File: src/rtl/tug_pkg.sv
// Shared types for the tug-of-war playfield controller.
package tug_pkg;

   typedef enum logic [1:0] {
      PLAY,
      ROUND_WON,
      MATCH_OVER
   } tug_state_t;

   typedef enum logic [1:0] {
      SIDE_NONE = 2'b00,
      SIDE_L    = 2'b10,
      SIDE_R    = 2'b01
   } tug_side_t;

endpackage

File: src/rtl/tug_rope_field_if.sv
// Player inputs and display outputs of the tug-of-war playfield.
// master: button conditioning / bench side; slave: tug_rope_field.
interface tug_rope_field_if #(
   parameter int NUM_LIGHTS = 9,
   parameter int SCORE_W    = 3
) ();
   import tug_pkg::*;

   logic                  l_press;
   logic                  r_press;
   logic                  play_again;
   logic [NUM_LIGHTS-1:0] lights;
   logic [SCORE_W-1:0]    score_l;
   logic [SCORE_W-1:0]    score_r;
   tug_side_t             round_winner;
   logic                  match_over;

   modport master (
      output l_press, r_press, play_again,
      input  lights, score_l, score_r, round_winner, match_over
   );

   modport slave (
      input  l_press, r_press, play_again,
      output lights, score_l, score_r, round_winner, match_over
   );
endinterface

File: src/rtl/tug_score_counter.sv
// Saturating round-win counter with a match-target compare.
// at_target is high when the increment applied this cycle lands on MATCH_SCORE.
module tug_score_counter #(
   parameter int SCORE_W     = 3,
   parameter int MATCH_SCORE = 3
) (
   input  logic               clk,
   input  logic               reset,
   input  logic               clr,
   input  logic               inc,
   output logic [SCORE_W-1:0] score,
   output logic               at_target
);
   localparam logic [SCORE_W-1:0] MAXV   = '1;
   localparam logic [SCORE_W-1:0] TARGET = SCORE_W'(MATCH_SCORE);

   logic [SCORE_W-1:0] score_q;
   logic [SCORE_W-1:0] score_nxt;

   // Next score: increment unless already saturated.
   always_comb begin
      score_nxt = score_q;
      if (inc && (score_q != MAXV)) score_nxt = score_q + 1'b1;
      at_target = inc && (score_nxt == TARGET);
   end

   // Score register; reset and clr both return to zero.
   always_ff @(posedge clk) begin
      if (reset || clr) score_q <= '0;
      else              score_q <= score_nxt;
   end

   assign score = score_q;
endmodule

File: src/rtl/tug_rope_field.sv
// Tug-of-war playfield: position register driving a one-hot light bar,
// round-win detection, per-player scores and match-over detection.
// Optional macro TUG_WIN_FLASH_EN: flashes the winner's end light with a
// half-period of FLASH_CYCLES clocks; undefined gives a steady end light.
module tug_rope_field
   import tug_pkg::*;
#(
   parameter int NUM_LIGHTS   = 9,
   parameter int MATCH_SCORE  = 3,
   parameter int SCORE_W      = 3,
   parameter int FLASH_CYCLES = 25000000
) (
   input logic               clk,
   input logic               reset,
   tug_rope_field_if.slave   bus
);
   localparam int              PW   = $clog2(NUM_LIGHTS);
   localparam logic [PW-1:0]   CTR  = PW'((NUM_LIGHTS - 1) / 2);
   localparam logic [PW-1:0]   LAST = PW'(NUM_LIGHTS - 1);

   if ((NUM_LIGHTS < 3) || ((NUM_LIGHTS % 2) == 0)) begin : g_bad_lights
      $error("NUM_LIGHTS must be odd and >= 3");
   end
   if ((MATCH_SCORE < 1) || (MATCH_SCORE > ((1 << SCORE_W) - 1))) begin : g_bad_score
      $error("MATCH_SCORE out of range for SCORE_W");
   end
   if (FLASH_CYCLES < 1) begin : g_bad_flash
      $error("FLASH_CYCLES must be >= 1");
   end

   tug_state_t         state;
   tug_side_t          winner;
   logic [PW-1:0]      pos;
   logic               match_over_q;
   logic               mv_l, mv_r;
   logic               win_l, win_r;
   logic               hit_l, hit_r;
   logic               score_clr;
   logic               flash_on;
   logic [SCORE_W-1:0] score_l_w, score_r_w;

   assign mv_l = bus.l_press & ~bus.r_press;
   assign mv_r = bus.r_press & ~bus.l_press;

   // A pull past the end of the bar is a round win for the puller.
   assign win_l     = (state == PLAY) & ~bus.play_again & mv_l & (pos == LAST);
   assign win_r     = (state == PLAY) & ~bus.play_again & mv_r & (pos == '0);
   assign score_clr = bus.play_again & (state == MATCH_OVER);

   tug_score_counter #(.SCORE_W(SCORE_W), .MATCH_SCORE(MATCH_SCORE)) u_score_l (
      .clk(clk), .reset(reset), .clr(score_clr), .inc(win_l),
      .score(score_l_w), .at_target(hit_l)
   );

   tug_score_counter #(.SCORE_W(SCORE_W), .MATCH_SCORE(MATCH_SCORE)) u_score_r (
      .clk(clk), .reset(reset), .clr(score_clr), .inc(win_r),
      .score(score_r_w), .at_target(hit_r)
   );

   // Round FSM with position, winner and match-over registers.
   always_ff @(posedge clk) begin
      if (reset || bus.play_again) begin
         state        <= PLAY;
         pos          <= CTR;
         winner       <= SIDE_NONE;
         match_over_q <= 1'b0;
      end else begin
         case (state)
            PLAY: begin
               if (mv_l) begin
                  if (pos < LAST) begin
                     pos <= pos + 1'b1;
                  end else begin
                     winner <= SIDE_L;
                     if (hit_l) begin
                        state        <= MATCH_OVER;
                        match_over_q <= 1'b1;
                     end else begin
                        state <= ROUND_WON;
                     end
                  end
               end else if (mv_r) begin
                  if (pos > '0) begin
                     pos <= pos - 1'b1;
                  end else begin
                     winner <= SIDE_R;
                     if (hit_r) begin
                        state        <= MATCH_OVER;
                        match_over_q <= 1'b1;
                     end else begin
                        state <= ROUND_WON;
                     end
                  end
               end
            end
            default: ;
         endcase
      end
   end

`ifdef TUG_WIN_FLASH_EN
   localparam int FW = (FLASH_CYCLES > 1) ? $clog2(FLASH_CYCLES) : 1;
   localparam logic [FW-1:0] FLASH_LAST = FW'(FLASH_CYCLES - 1);

   logic [FW-1:0] flash_cnt;

   // Flash phase: held at start (on, count 0) while playing so each win enters in the on phase.
   always_ff @(posedge clk) begin
      if (reset || (state == PLAY)) begin
         flash_cnt <= '0;
         flash_on  <= 1'b1;
      end else if (flash_cnt == FLASH_LAST) begin
         flash_cnt <= '0;
         flash_on  <= ~flash_on;
      end else begin
         flash_cnt <= flash_cnt + 1'b1;
      end
   end
`else
   assign flash_on = 1'b1;
`endif

   // Light bar: one-hot position while playing, winner's end light otherwise.
   always_comb begin
      bus.lights = '0;
      if (state == PLAY) begin
         bus.lights = NUM_LIGHTS'(1) << pos;
      end else if (winner == SIDE_L) begin
         bus.lights[NUM_LIGHTS-1] = flash_on;
      end else begin
         bus.lights[0] = flash_on;
      end
   end

   assign bus.score_l      = score_l_w;
   assign bus.score_r      = score_r_w;
   assign bus.round_winner = winner;
   assign bus.match_over   = match_over_q;
endmodule

File: src/flat_wrapper.sv
// flat-port wrapper written by rule: the top's interface ports become plain ports
module tug_rope_field_flat import tug_pkg::*;
#(
   parameter int NUM_LIGHTS   = 9,
   parameter int MATCH_SCORE  = 3,
   parameter int SCORE_W      = 3,
   parameter int FLASH_CYCLES = 25000000
)
  (clk, reset, bus_l_press, bus_r_press, bus_play_again, bus_lights, bus_score_l, bus_score_r, bus_round_winner, bus_match_over);
  tug_rope_field_if #(.NUM_LIGHTS(NUM_LIGHTS), .SCORE_W(SCORE_W)) bus_i ();
  input logic clk;
  input logic reset;
  input wire logic [$bits(bus_i.l_press)-1:0] bus_l_press;
  input wire logic [$bits(bus_i.r_press)-1:0] bus_r_press;
  input wire logic [$bits(bus_i.play_again)-1:0] bus_play_again;
  output wire logic [$bits(bus_i.lights)-1:0] bus_lights;
  output wire logic [$bits(bus_i.score_l)-1:0] bus_score_l;
  output wire logic [$bits(bus_i.score_r)-1:0] bus_score_r;
  output wire logic [$bits(bus_i.round_winner)-1:0] bus_round_winner;
  output wire logic [$bits(bus_i.match_over)-1:0] bus_match_over;
  assign bus_i.l_press = bus_l_press;
  assign bus_i.r_press = bus_r_press;
  assign bus_i.play_again = bus_play_again;
  assign bus_lights = bus_i.lights;
  assign bus_score_l = bus_i.score_l;
  assign bus_score_r = bus_i.score_r;
  assign bus_round_winner = bus_i.round_winner;
  assign bus_match_over = bus_i.match_over;
  tug_rope_field #(.NUM_LIGHTS(NUM_LIGHTS), .MATCH_SCORE(MATCH_SCORE), .SCORE_W(SCORE_W), .FLASH_CYCLES(FLASH_CYCLES)) u_core (.clk(clk), .reset(reset), .bus(bus_i));
endmodule
File: config.mk
export PLATFORM = sky130hd
export DESIGN_NAME = tug_rope_field_flat
export DESIGN_NICKNAME = d
export VERILOG_FILES = /design/src/rtl/tug_pkg.sv /design/src/rtl/tug_rope_field_if.sv /design/src/rtl/tug_score_counter.sv /design/src/rtl/tug_rope_field.sv /design/src/flat_wrapper.sv
export SDC_FILE = /design/constraint.sdc
export NUM_CORES = 1
export LEC_CHECK = 0
export CORE_ASPECT_RATIO = 1.2
export CORE_MARGIN = 1
export CORE_UTILIZATION = 49
export DETAILED_ROUTE_END_ITERATION = 16
export GPL_TIMING_DRIVEN = 0
export PLACE_DENSITY = 0.8
export REMOVE_ABC_BUFFERS = 1
export SLEW_MARGIN = 0
export SYNTH_ARGS = -nofsm -noshare
export SYNTH_HDL_FRONTEND = slang
export SYNTH_HIERARCHICAL = 1
export SYNTH_SLANG_ARGS = --single-unit
File: constraint.sdc
create_clock -name clk -period 2.27 [get_ports clk]
set_clock_uncertainty 0.2 [all_clocks]
set_input_delay 0.227 -clock clk [delete_from_list [all_inputs] [get_ports clk]]
set_output_delay 0.227 -clock clk [all_outputs]
set_load 0.1 [all_outputs]
==> run summary, run 1 <==
Final Hold Vio Count: 0
Startpoint types: flop
Drt wl/cell: 14.4 um
Outcome: finished, violations left
H-tree levels: 1
Post-synth EDFFs: 0
Post-synthesis sequential area ratio: 0.296
WP data arrival: 2.27 ns
Synthesized instance count: 112
Vias/cell: 6.00
Synthesized flop and latch total: 15
PortBufs: 22
Final instance area: 1240 um2
Layout cell share with drive strength beyond 1: 0.215
Crit Path Max Fanout: 5
Total number of vias: 924
LEAKAGE: 0.622 nW
Initial antenna violation count: 0
Setup TNS: 0 ns
Commonest non-fill, non-tap cell in the layout: dfxtp_1
Final Hold Slack: 0.282 ns
Reg clk slew, reported paths: 0.09 ns
FFs w/ async S/R, synth: 0
# rows: 17
Syn Std Cell Area: 1020 um2
Hpwl dp: 1.68 mm
CTS Buffer Depth: 2
Vias in the first global route: 832
CTS tree: done
Top-Level Pins: 23
Failing checks: design-rule violations
Crit. End Element: flop
Starting density of the core: 0.537
Final RePlAce weighted congestion: 0.749
Max Cap Viol: 0
Worst vdd ir: 0.000309 V
Post-CTS Setup Bufs: 0
GRT overflow: 0
Cell Pwr Density: 513 nW/um2
Max-slew headroom: 0.357
Final setup vio count: 0
Period utilisation layout: 0.986
ANT cells: 0
Cell area after placement: 1240 um2
RSZ-0062 raised after global routing: true
Final WS setup: 0.0311 ns
Drc violations: 4
Drt total wl: 2.22 mm
Worst hold path type: flop to flop
Iter 0 DRT Violations: 12
Most frequent cells in the layout: dfxtp_1 (14), nor2_1 (12), nor3_1 (10), ha_1 (7)
CTS Root Cell: clkbuf_4
Post-layout min period: 2.24 ns
CP Class: flop to flop
First-pass GRT wire length: 3.68 mm
Core Area: 1890 um2
Die area: 2260 um2
Die height: 51.9 um
Fill count: 171
Final nets: 150
Area Overhead vs Synth: 22.5%
Max Fclk: 0.447 GHz
Die X: 43.6 um
Least-Margin Pin Slew: 0.962 ns
Clk Latency, worst-skew pair: 0.29 ns
Placement Setup Slack: -0.407 ns
CTS Buf Count: 3
GRT Total Usage: 0.220
Detail Route Antenna Nets: 0
CP Data Required Time: 2.30 ns
Largest net degree at the start of global routing: 11
Pre-Repair DR Iteration Count: 10
Clock net sink count: 15
Yosys warns: 6
Synth Flop Type: dfxtp_1
Final Core Density: 0.658
Final Max Tran Viols: 0
Post-synth cell types: 42
Avg Inst Size Synth: 9.07 um2
[path summary, 6_finish.rpt]
kind	start	to	slack, ns	depth (start not counted)
worst min register to register	u_core/bus.match_over	u_core/bus.match_over	0.28	1
worst max register to register	u_core/u_score_r/score[0]	u_core/state[1]	0.03	7
worst max-delay path	u_core/u_score_r/score[0]	u_core/state[1]	0.03	7
worst min-delay path	u_core/bus.match_over	u_core/bus.match_over	0.28	1
[power breakdown]
part	internal (mW)	switching [mW]	total (mW)
registers	0.269	0.0146	0.284
clock network	0.0654	0.0921	0.157
logic	0.0591	0.138	0.197
total	0.394	0.244	0.638
[critical path: stages (launching register included)]
cell and delay [ns]:
dfxtp_1 0.36, ha_1 0.21, ha_1 0.28, or4b_1 0.47, a21boi_1 0.16, mux2i_1 0.12, nor3b_2 0.25, o21a_1 0.14
[layer usage]
metal,up-vias,track usage,part of all wire
met3,4,0.0208,0.059
met5,-,0,0
met4,0,0.0938,0.0086
met1,439,0.258,0.40
li1,452,-,-
met2,29,0.400,0.53
[cell families after synthesis]
| logic type | synth area share |
|---|---|
| and+or+nand+nor | 0.325 |
| adders and majority gates | 0.118 |
| muxes | 0.0493 |
| AOI/OAI and AO/OA | 0.148 |
| DFF | 0.296 |
| buffers and inverters | 0.0295 |
| xor gates and xnor gates | 0.0345 |
[state kept, by name (all words and copies together), names as in the netlist]
signal and cells:
u_core/bus.round_winner 2, u_core/state 2, u_core/u_score_l/score 3, u_core/pos 4, u_core/bus.match_over 1, u_core/u_score_r/score 3
[synth_stat cells (2+ instances only)]
| cell type | number | area [um2] |
|---|---|---|
| nand4b_1 | 2 | 17.5 |
| or4b_1 | 2 | 20.0 |
| nand2_1 | 6 | 22.5 |
| a21oi_1 | 4 | 20.0 |
| xor2_1 | 4 | 35.0 |
| a21boi_1 | 2 | 15.0 |
| dfxtp_1 | 15 | 300 |
| o21a_1 | 2 | 15.0 |
| mux2i_1 | 5 | 50.1 |
| or3_4 | 2 | 22.5 |
| nor2_1 | 12 | 45.0 |
| nand2b_1 | 4 | 25.0 |
| o21ai_0 | 2 | 10.0 |
| inv_1 | 3 | 11.3 |
| nor3_1 | 11 | 55.1 |
| a31oi_1 | 2 | 12.5 |
| ha_1 | 8 | 100 |
| nand3_1 | 2 | 10.0 |
[layout make-up]
type | instances | area [um2] | share of cell area
clock buffer | 3 | 22.5 | 0.0181
clock inverter | 1 | 5.00 | 0.00402
inverter | 3 | 11.3 | 0.00905
multi-input combinational | 91 | 693 | 0.557
sequential | 15 | 302 | 0.242
tap | 19 | 23.8 | 0.0191
timing repair buffer | 22 | 188 | 0.151
[per-stage QoR]
step | instances | power [mW]
floorplan | 109 | 0.442
global placement | 150 | 0.485
detailed placement | 150 | 0.490
CTS | 154 | 0.650
global route | 154 | 0.672
finish | 154 | 0.638
[repair_timing]
item / in CTS / in global routing
setup endpoints to repair: 16 / 16
hold buffers: 0 / 0
resized for setup: 42 / 19
pin swaps: 1 / 2
No activity file was read; power rests on OpenSTA's default activity.
==> run 2, diff against run 1 <==
--- a/config.mk
+++ b/config.mk
@@ -5,12 +5,14 @@
 export SDC_FILE = /design/constraint.sdc
 export NUM_CORES = 1
 export LEC_CHECK = 0
+export CELL_PAD_IN_SITES_DETAIL_PLACEMENT = 2
+export CELL_PAD_IN_SITES_GLOBAL_PLACEMENT = 2
 export CORE_ASPECT_RATIO = 1.2
 export CORE_MARGIN = 1
-export CORE_UTILIZATION = 49
+export CORE_UTILIZATION = 26
 export DETAILED_ROUTE_END_ITERATION = 16
 export GPL_TIMING_DRIVEN = 0
-export PLACE_DENSITY = 0.8
+export PLACE_DENSITY = 0.75
 export REMOVE_ABC_BUFFERS = 1
 export SLEW_MARGIN = 0
 export SYNTH_ARGS = -nofsm -noshare
==> constraint.sdc (replaced) <==
create_clock -name clk -period 1.8 [get_ports clk]
set_clock_uncertainty 0.2 [all_clocks]
set_input_delay 0.18 -clock clk [delete_from_list [all_inputs] [get_ports clk]]
set_output_delay 0.18 -clock clk [all_outputs]
set_load 0.1 [all_outputs]
==> run summary, run 2 (same netlist as run 1, synthesis figures left out) <==
Slowest CP cell: or4b_4
Starting density of the core: 0.275 (-0.262)
CP endpoint: u_core/bus.match_over
CP cell instances: ha_4 -> ha_4 -> or4b_4 -> a21boi_2 -> mux2i_2 -> nor3b_2 -> o21a_1
Pre-Repair DR Iteration Count: 4 (-6)
Post-layout min period: 2.13 ns (-0.113 ns)
Layout cell share with drive strength beyond 1: 0.584 (+0.370)
Crit path launch: u_core/u_score_l/score[0]
Crit. End Element: flop
Total number of vias: 1000 (+8.2%)
Max Cap Viol: 0 (unchanged)
CTS tree: done
R2R Path Start: u_core/u_score_l/score[0]
PortBufs: 22 (unchanged)
CP Class: flop to flop
Delay-heaviest family, CP: simple AND/OR/NAND/NOR gates
Vias in the first global route: 1110 (+33%)
Worst hold path type: flop to flop
Worst Reg-to-Reg Cells: 7 (unchanged)
Area Overhead vs Synth: 68.8%
Slowest stage delay, CP: 0.48 ns (about the same)
Worst Path Buf+Inv: 0 (unchanged)
Final nets: 169 (+13%)
CTS Buffer Depth: 2 (unchanged)
Final Hold Vio Count: 0 (unchanged)
Drt total wl: 3.59 mm (+62%)
Max Fclk: 0.470 GHz (+5.3%)
Period utilisation layout: 1.18 (+0.195)
CTS Buf Count: 3 (unchanged)
Outcome: finished, violations left
Hold-fix buffers at CTS: 0 (unchanged)
Cell Pwr Density: 575 nW/um2 (+12%)
Cell area after placement: 1280 um2 (+3.3%)
GRT overflow: 0 (unchanged)
Final Core Density: 0.464 (-0.193)
Final instance area: 1720 um2 (+38%)
Final setup vio count: 16 (+16)
Least-Margin Pin Slew: 0.553 ns (-0.409 ns)
Vias/cell: 4.85 (-19%)
Core Area: 3690 um2 (+95%)
Worst vdd ir: 0.000346 V (+12%)
Clk Latency, worst-skew pair: 0.25 ns (-0.04 ns)
Drc violations: 0 (-4)
Placement Setup Slack: -0.970 ns (-0.562 ns)
Number of flip-flops in the largest register: 4 (unchanged)
Initial antenna violation count: 0 (unchanged)
CP Data Required Time: 1.80 ns (-0.50 ns)
Final WS setup: -0.326 ns (-0.357 ns)
Top sig layer: met4
Failing checks: negative setup slack
Crit Path Max Fanout: 2 (-3)
Top-Level Pins: 23 (unchanged)
Detail Route Antenna Nets: 0 (unchanged)
ANT cells: 0 (unchanged)
Startpoint types: flop
CTS Root Cell: clkbuf_8
RSZ-0062 raised after global routing: true
GRT Total Usage: 0.192 (-0.0284)
Iter 0 DRT Violations: 14 (+2)
Hpwl dp: 2.25 mm (+34%)
Most frequent cells in the layout: buf_4 (20), nor2_1 (11), clkdlybuf4s15_2 (8), nor3_1 (8), buf_6 (7)
Final RePlAce weighted congestion: 0.753 (+0.60%)
Setup TNS: -2.59 ns (-2.59 ns)
Die X: 59.1 um (+36%)
Top reg by flops: u_core/pos
CP dominant cell by count: ha_4
# rows: 24 (+7)
Largest net degree at the start of global routing: 10 (-1)
First-pass GRT wire length: 5.93 mm (+61%)
Clock net sink count: 15 (unchanged)
Max-slew headroom: 0.633 (+0.275)
Commonest non-fill, non-tap cell in the layout: buf_4
H-tree levels: 1 (unchanged)
Routed met3 length: 55 um (-58%)
DR WL met2: 2.04 mm (+73%)
Die height: 70.5 um (+36%)
Drt wl/cell: 17.4 um (+21%)
Die area: 4160 um2 (+84%)
Reg-to-reg endpoint: u_core/bus.match_over
WP data arrival: 2.12 ns (-0.15 ns)
Slack of the worst reg-to-reg path: -0.33 ns (-0.36 ns)
Reg clk slew, reported paths: 0.07 ns (-0.02 ns)
M1 WL: 1.45 mm (+63%)
Final Max Tran Viols: 0 (unchanged)
LEAKAGE: 0.665 nW (+6.9%)
Worst path depth: 7 (unchanged)
==> run 2: changes by cell type in the layout (fill, tap and decap cells not counted), sizes merged <==
cell           previous run  this run
clkdlybuf4s15             0         8
buf                       7        28
clkinv                    1         0
dlygate4sd2               4         0
clkbuf                    5         7
dlymetal6s2s              4         0
clkdlybuf4s50             5         2
==> run 2: where the power goes <==
| part | switching (mW) | internal (mW) |
|---|---|---|
| clock network | 0.127 | 0.157 |
| logic | 0.218 | 0.130 |
| registers | 0.0200 | 0.336 |
==> run 2: stage by stage <==
step | cells | hold slack (ns) | total power, mW
2_1_floorplan | 109 | 0.0568 | 0.557
3_3_place_gp | 183 | 0.257 | 0.619
3_5_place_dp | 183 | 0.258 | 0.629
4_1_cts | 201 | 0.263 | 0.963
5_1_grt | 206 | 0.286 | 1.03
6_report | 206 | 0.260 | 0.987
==> run 2: per-layer routing <==
layer | global-route usage | up-vias
met5 | 0 | -
li1 | - | 487
met3 | 0.0185 | 4
met2 | 0.356 | 16
met1 | 0.228 | 493
met4 | 0.0476 | 0
==> run 2: cell type report <==
class / instances / area, um2
clock buffers: 4 / 45.0
fillers: 393 / 1980
inverters: 3 / 16.3
repair buffers: 41 / 374
flip-flops and latches: 15 / 327
well taps: 52 / 65.1
multi-input cells: 91 / 888
==> run 2: worst min path at each step <==
| stage | start | endpoint | slack (ns) | cells past startpoint |
|---|---|---|---|---|
| floorplan | reset | u_core/u_score_l/score[0] | 0.06 | 1 |
| global placement | u_core/bus.match_over | u_core/bus.match_over | 0.26 | 1 |
| detailed placement | u_core/bus.match_over | u_core/bus.match_over | 0.26 | 1 |
| CTS | u_core/bus.match_over | u_core/bus.match_over | 0.26 | 1 |
| global route | u_core/bus.match_over | u_core/bus.match_over | 0.29 | 1 |
| finish | u_core/bus.match_over | u_core/bus.match_over | 0.26 | 1 |
==> run 2: repair_timing <==
item / in CTS / in global routing
resized for setup: 143 / 12
hold endpoints to repair: 0 / 0
pin swaps: 18 / 11
endpoints found under the setup margin: 33 / 20
buffers inserted: 14 / 6
==> run 2: worst register-to-register path, delay by kind of cell (launching register included) <==
family                   cells  cell delay, ns
AND/OR/NAND/NOR              2            0.72
AO/OA/AOI/OAI                2            0.30
multiplexers                 1            0.10
flip-flops                   1            0.35
adder cells (fa/ha/maj)      2            0.39
